==> src/rtl/uart_tx_fsm_if.sv <==
// Handshake bundle between the UART Tx frame sequencer, its request source and the Tx datapath.
// The master side is the request source/datapath; the slave side is the sequencer.
interface uart_tx_fsm_if;
  logic       Data_Valid;
  logic       PAR_EN;
  logic [2:0] Mux_Sel;
  logic       Ser_En;
  logic       Data_Load;
  logic       Busy;

  modport master (
    output Data_Valid,
    output PAR_EN,
    input  Mux_Sel,
    input  Ser_En,
    input  Data_Load,
    input  Busy
  );

  modport slave (
    input  Data_Valid,
    input  PAR_EN,
    output Mux_Sel,
    output Ser_En,
    output Data_Load,
    output Busy
  );
endinterface

==> src/rtl/uart_tx_fsm.sv <==
// UART Tx frame sequencer: walks START, DATA, optional PARITY and STOP, one bit per clock.
// Define UART_TX_B2B_EN to allow a new frame to be accepted in the STOP cycle (no idle gap).
module uart_tx_fsm #(
  parameter int DATA_WIDTH = 8,
  parameter int CNT_WIDTH  = 4
) (
  input  logic         i_clk,
  input  logic         i_rst,
  uart_tx_fsm_if.slave bus
);

  typedef enum logic [2:0] {
    ST_IDLE   = 3'b000,
    ST_START  = 3'b001,
    ST_DATA   = 3'b010,
    ST_PARITY = 3'b011,
    ST_STOP   = 3'b100
  } state_t;

  localparam logic [CNT_WIDTH-1:0] LAST_CNT = CNT_WIDTH'(DATA_WIDTH - 1);

  state_t               r_state;
  logic [CNT_WIDTH-1:0] r_cnt;
  logic                 r_par_en;
  logic                 r_busy;
  logic                 r_ser_en;

  state_t               w_next_state;
  logic [CNT_WIDTH-1:0] w_next_cnt;
  logic                 w_next_par_en;
  logic                 w_accept;

  // Next-state, counter and accept decode; state encoding doubles as the mux select.
  always_comb begin
    w_next_state  = r_state;
    w_next_cnt    = r_cnt;
    w_next_par_en = r_par_en;
    w_accept      = 1'b0;
    case (r_state)
      ST_IDLE: begin
        if (bus.Data_Valid) begin
          w_accept      = 1'b1;
          w_next_par_en = bus.PAR_EN;
          w_next_state  = ST_START;
        end else begin
          w_next_state  = ST_IDLE;
        end
      end
      ST_START: begin
        w_next_cnt   = {CNT_WIDTH{1'b0}};
        w_next_state = ST_DATA;
      end
      ST_DATA: begin
        if (r_cnt == LAST_CNT) begin
          w_next_cnt   = {CNT_WIDTH{1'b0}};
          w_next_state = r_par_en ? ST_PARITY : ST_STOP;
        end else begin
          w_next_cnt   = r_cnt + CNT_WIDTH'(1);
          w_next_state = ST_DATA;
        end
      end
      ST_PARITY: begin
        w_next_state = ST_STOP;
      end
      ST_STOP: begin
`ifdef UART_TX_B2B_EN
        if (bus.Data_Valid) begin
          w_accept      = 1'b1;
          w_next_par_en = bus.PAR_EN;
          w_next_state  = ST_START;
        end else begin
          w_next_state  = ST_IDLE;
        end
`else
        w_next_state = ST_IDLE;
`endif
      end
      default: begin
        w_next_state  = ST_IDLE;
        w_next_cnt    = {CNT_WIDTH{1'b0}};
        w_next_par_en = 1'b0;
      end
    endcase
  end

  // State, counter, latched parity enable and registered status flags.
  always_ff @(posedge i_clk) begin
    if (i_rst) begin
      r_state  <= ST_IDLE;
      r_cnt    <= {CNT_WIDTH{1'b0}};
      r_par_en <= 1'b0;
      r_busy   <= 1'b0;
      r_ser_en <= 1'b0;
    end else begin
      r_state  <= w_next_state;
      r_cnt    <= w_next_cnt;
      r_par_en <= w_next_par_en;
      // Flags precomputed from next state so they match a decode of the state register.
      r_busy   <= (w_next_state != ST_IDLE);
      r_ser_en <= (w_next_state == ST_DATA);
    end
  end

  assign bus.Mux_Sel   = r_state;
  assign bus.Busy      = r_busy;
  assign bus.Ser_En    = r_ser_en;
  assign bus.Data_Load = w_accept & ~i_rst;

endmodule

==> src/flat_wrapper.sv <==
// flat-port wrapper written by rule: the top's interface ports become plain ports
module uart_tx_fsm_flat 
#(
  parameter int DATA_WIDTH = 8,
  parameter int CNT_WIDTH  = 4
)
  (i_clk, i_rst, bus_Data_Valid, bus_PAR_EN, bus_Mux_Sel, bus_Ser_En, bus_Data_Load, bus_Busy);
  uart_tx_fsm_if bus_i ();
  input  logic i_clk;
  input  logic i_rst;
  input wire logic [$bits(bus_i.Data_Valid)-1:0] bus_Data_Valid;
  input wire logic [$bits(bus_i.PAR_EN)-1:0] bus_PAR_EN;
  output wire logic [$bits(bus_i.Mux_Sel)-1:0] bus_Mux_Sel;
  output wire logic [$bits(bus_i.Ser_En)-1:0] bus_Ser_En;
  output wire logic [$bits(bus_i.Data_Load)-1:0] bus_Data_Load;
  output wire logic [$bits(bus_i.Busy)-1:0] bus_Busy;
  assign bus_i.Data_Valid = bus_Data_Valid;
  assign bus_i.PAR_EN = bus_PAR_EN;
  assign bus_Mux_Sel = bus_i.Mux_Sel;
  assign bus_Ser_En = bus_i.Ser_En;
  assign bus_Data_Load = bus_i.Data_Load;
  assign bus_Busy = bus_i.Busy;
  uart_tx_fsm #(.DATA_WIDTH(DATA_WIDTH), .CNT_WIDTH(CNT_WIDTH)) u_core (.i_clk(i_clk), .i_rst(i_rst), .bus(bus_i));
endmodule
==> config.mk <==
export PLATFORM = sky130hd
export DESIGN_NAME = uart_tx_fsm_flat
export DESIGN_NICKNAME = d
export VERILOG_FILES = /design/src/rtl/uart_tx_fsm_if.sv /design/src/rtl/uart_tx_fsm.sv /design/src/flat_wrapper.sv
export SDC_FILE = /design/constraint.sdc
export NUM_CORES = 1
export LEC_CHECK = 0
export BUFFER_PORTS_ARGS = -buffer_cell sky130_fd_sc_hd__buf_2
export CORE_AREA = 3 3 40 42
export DETAILED_ROUTE_END_ITERATION = 7
export DIE_AREA = 0 0 43 45
export SLEW_MARGIN = 5
export SYNTH_ARGS = -nofsm -noshare
export SYNTH_HDL_FRONTEND = slang
export SYNTH_SLANG_ARGS = --single-unit
==> constraint.sdc <==
create_clock -name i_clk -period 1.4 [get_ports i_clk]
set_input_delay 0.21 -clock i_clk [delete_from_list [all_inputs] [get_ports i_clk]]
set_output_delay 0.21 -clock i_clk [all_outputs]
set_load 0.01 [all_outputs]
==> run metrics <==
number of clock sinks 10; total power after layout 591 µW; Routed Wire Length ~1.0 mm; worst endpoint data arrival time 1.08 ns; number of antenna violations at the first check in global routing 0; placed wire-length estimate 708 µm; Clk pin slew, worst setup/hold paths 0.06 ns; number of remaining DRC errors 0; standby leakage power 0.247 nW; maximum number of pins on one net before global-route repair 11; cell area after placement 536 µm²; clock tree from TritonCTS yes; critical path's largest stage delay 0.37 ns; diode count 0; maximum frequency from static timing analysis 773 MHz; run status complete, no violations; first-pass GRT wire length around 1.7 mm; die height 45 µm; cell chosen for the clock root sky130_fd_sc_hd__clkbuf_4; area of the die 0.00194 mm²; Filler Cell Count 135; Netlist cell types 25; I/O pins 10; required time at the endpoint of the critical path 1.19 ns; instance count of the mapped netlist 58; areal power density over the cells 1030 mW/mm²; total global routing overflow 0; gr usage total 12.4%; number of vias per cell 5.25; gpl congestion 0.728; IO buf count 9; most frequent cells in the layout 9 x sky130_fd_sc_hd__buf_2, 8 x sky130_fd_sc_hd__nand2_1, 8 x sky130_fd_sc_hd__dfxtp_1; leading cell type in the layout, fill and taps excluded sky130_fd_sc_hd__buf_2; CP max FO 8; Inserted Clock Buffers 3; remaining antenna violation count after routing 0; share of the clock period used by the worst path 92.4%; Max clock buf depth 2; vias in the first global route approximately 400; post-synthesis cell area 484 µm²; critical path endpoint category output pin; layout overhead on the synthesized area 18.9%; setup tns final 0 ns; Synthesis Warnings 0; worst hold path type in2reg; number of core rows 13; number of setup violations in the final report 0; Critical-path top delay cell sky130_fd_sc_hd__dfxtp_2; sum of buffers and inverters on the critical path 1; worst-case vdd ir drop approximately 560 µV; transition time at the pin with the least slew margin 0.398 ns; nets in the synthesized netlist 63; average instance area after synthesis approximately 8.3 µm²; final critical delay including setup and external delays roughly 1.3 ns; starting utilization of the core area about 38%; post-DR wirelength/cell 12.0 µm; family of cells with the greatest summed delay on the critical path flip-flops; final design instance area without fill roughly 580 µm²; Worst setup SP type register; layout cell share with drive strength beyond 1 27.5%; number of detailed-routing iterations run before antenna repair 4; worst setup path category reg2out; post-synthesis register bit count 10; max_slew headroom 73.4%; detailed router's first-iteration violation count 13; setup repair after global routing missed its margin no; vias after detailed routing 441; Final Slew Violations 0; clock network latency to the later pin of the worst-skew pair about 0.26 ns; x dimension of the die 43 µm; share of synthesized area occupied by flip-flops and latches 41.3%; worst clock skew on the final layout 0.00241 ns; post-route worst hold slack between 0.2 and 0.25 ns; CTS HTree Levels 1; final net count 76; Max-Cap Viols 0; core region area 0.00128 mm²; series of cell instances along the critical path nor2_4, nand2_1, nor3_1, buf_2; Final Hold Violating Endpoints 0
-- per-stage QoR --
stage | setup WS, ns | cells | utilization [%]
after CTS | 0.0389 | 84 | 44.2
final | 0.106 | 84 | 44.8
after global placement | 0.223 | 80 | 41.7
after global routing | 0.0129 | 84 | 44.8
after detailed placement | 0.241 | 80 | 41.7
after floorplan | 0.194 | 58 | -
-- power by group --
group          switching [mW]  total (mW)  leakage, nW  internal [mW]
clock                  0.0912       0.190       0.0138         0.0990
combinational          0.0440      0.0849        0.151         0.0409
sequential             0.0164       0.316       0.0824          0.299
total                   0.151       0.591        0.247          0.439
-- registers in the layout, indices dropped and copies added, names as in the netlist --
signal / cells
u_core.r_cnt: 4
u_core.r_par_en: 1
u_core.bus.Mux_Sel: 3
u_core.bus.Ser_En: 1
u_core.bus.Busy: 1
-- worst paths after layout --
check,start,endpoint,slack (ns),cells after the start
worst max-delay path,u_core.bus.Mux_Sel[1]$_SDFF_PP0_,bus_Data_Load,0.11,4
worst min-delay path,bus_Data_Valid,u_core.bus.Busy$_SDFF_PP0_,0.22,2
worst max register to register,u_core.r_cnt[1]$_SDFFE_PP0N_,u_core.bus.Mux_Sel[0]$_SDFF_PP0_,0.22,5
worst min register to register,u_core.r_cnt[0]$_SDFFE_PP0N_,u_core.r_cnt[0]$_SDFFE_PP0N_,0.49,2
-- area by class of cell --
class | count | area [µm²] | share of cell area (%)
multi-input cells | 43 | 264 | 45.9
flip-flops and latches | 10 | 203 | 35.2
repair buffers | 11 | 60.1 | 10.4
clock buffers | 3 | 22.5 | 3.91
well taps | 15 | 18.8 | 3.26
inverters | 2 | 7.51 | 1.30
-- routing by layer --
metal / up-vias / track usage [%] / share of wire [%]
met4: 0 / 9.04 / 0
li1: 230 / - / -
met2: 14 / 18.3 / 46
met3: 0 / 4.78 / 6.6
met1: 197 / 14.6 / 47
met5: - / 0 / 0
-- logic make-up after synthesis --
group | share of synthesized area [%]
adder cells (fa/ha/maj) | 2.58
AO/OA/AOI/OAI | 22.5
AND/OR/NAND/NOR | 27.9
buffers and inverters | 5.68
flip-flops | 41.3
-- Yosys cell counts --
| master | count | area share (%) |
|---|---|---|
| sky130_fd_sc_hd__dfxtp_1 | 10 | 41 |
| sky130_fd_sc_hd__nand2_1 | 8 | 6.2 |
| sky130_fd_sc_hd__nor2_1 | 8 | 6.2 |
| sky130_fd_sc_hd__a21oi_1 | 3 | 3.1 |
| sky130_fd_sc_hd__nand3b_1 | 3 | 4.7 |
| sky130_fd_sc_hd__o21ai_0 | 3 | 3.1 |
| sky130_fd_sc_hd__a21boi_0 | 2 | 3.1 |
| sky130_fd_sc_hd__a22oi_1 | 2 | 3.1 |
| sky130_fd_sc_hd__inv_1 | 2 | 1.6 |
| sky130_fd_sc_hd__nand3_1 | 2 | 2.1 |
| sky130_fd_sc_hd__a32oi_1 | 1 | 1.8 |
| sky130_fd_sc_hd__and2_1 | 1 | 1.3 |
| sky130_fd_sc_hd__buf_2 | 1 | 1.0 |
| sky130_fd_sc_hd__buf_6 | 1 | 2.3 |
| sky130_fd_sc_hd__clkbuf_1 | 1 | 0.77 |
| sky130_fd_sc_hd__ha_1 | 1 | 2.6 |
| sky130_fd_sc_hd__nor2b_1 | 1 | 1.3 |
| sky130_fd_sc_hd__nor3_1 | 1 | 1.0 |
| sky130_fd_sc_hd__nor3b_4 | 1 | 3.9 |
| sky130_fd_sc_hd__nor4_1 | 1 | 1.3 |
| sky130_fd_sc_hd__o211a_1 | 1 | 2.1 |
| sky130_fd_sc_hd__o21ai_1 | 1 | 1.0 |
| sky130_fd_sc_hd__o21bai_1 | 1 | 1.6 |
| sky130_fd_sc_hd__o31a_2 | 1 | 2.1 |
| sky130_fd_sc_hd__o31ai_1 | 1 | 1.6 |
-- timing repair --
action,in CTS,in global routing
pin swaps,1,0
buffers inserted,1,0
hold buffers,0,0
resized for setup,1,3
setup endpoints to repair,1,2
Power figures use the tool's default switching activity.
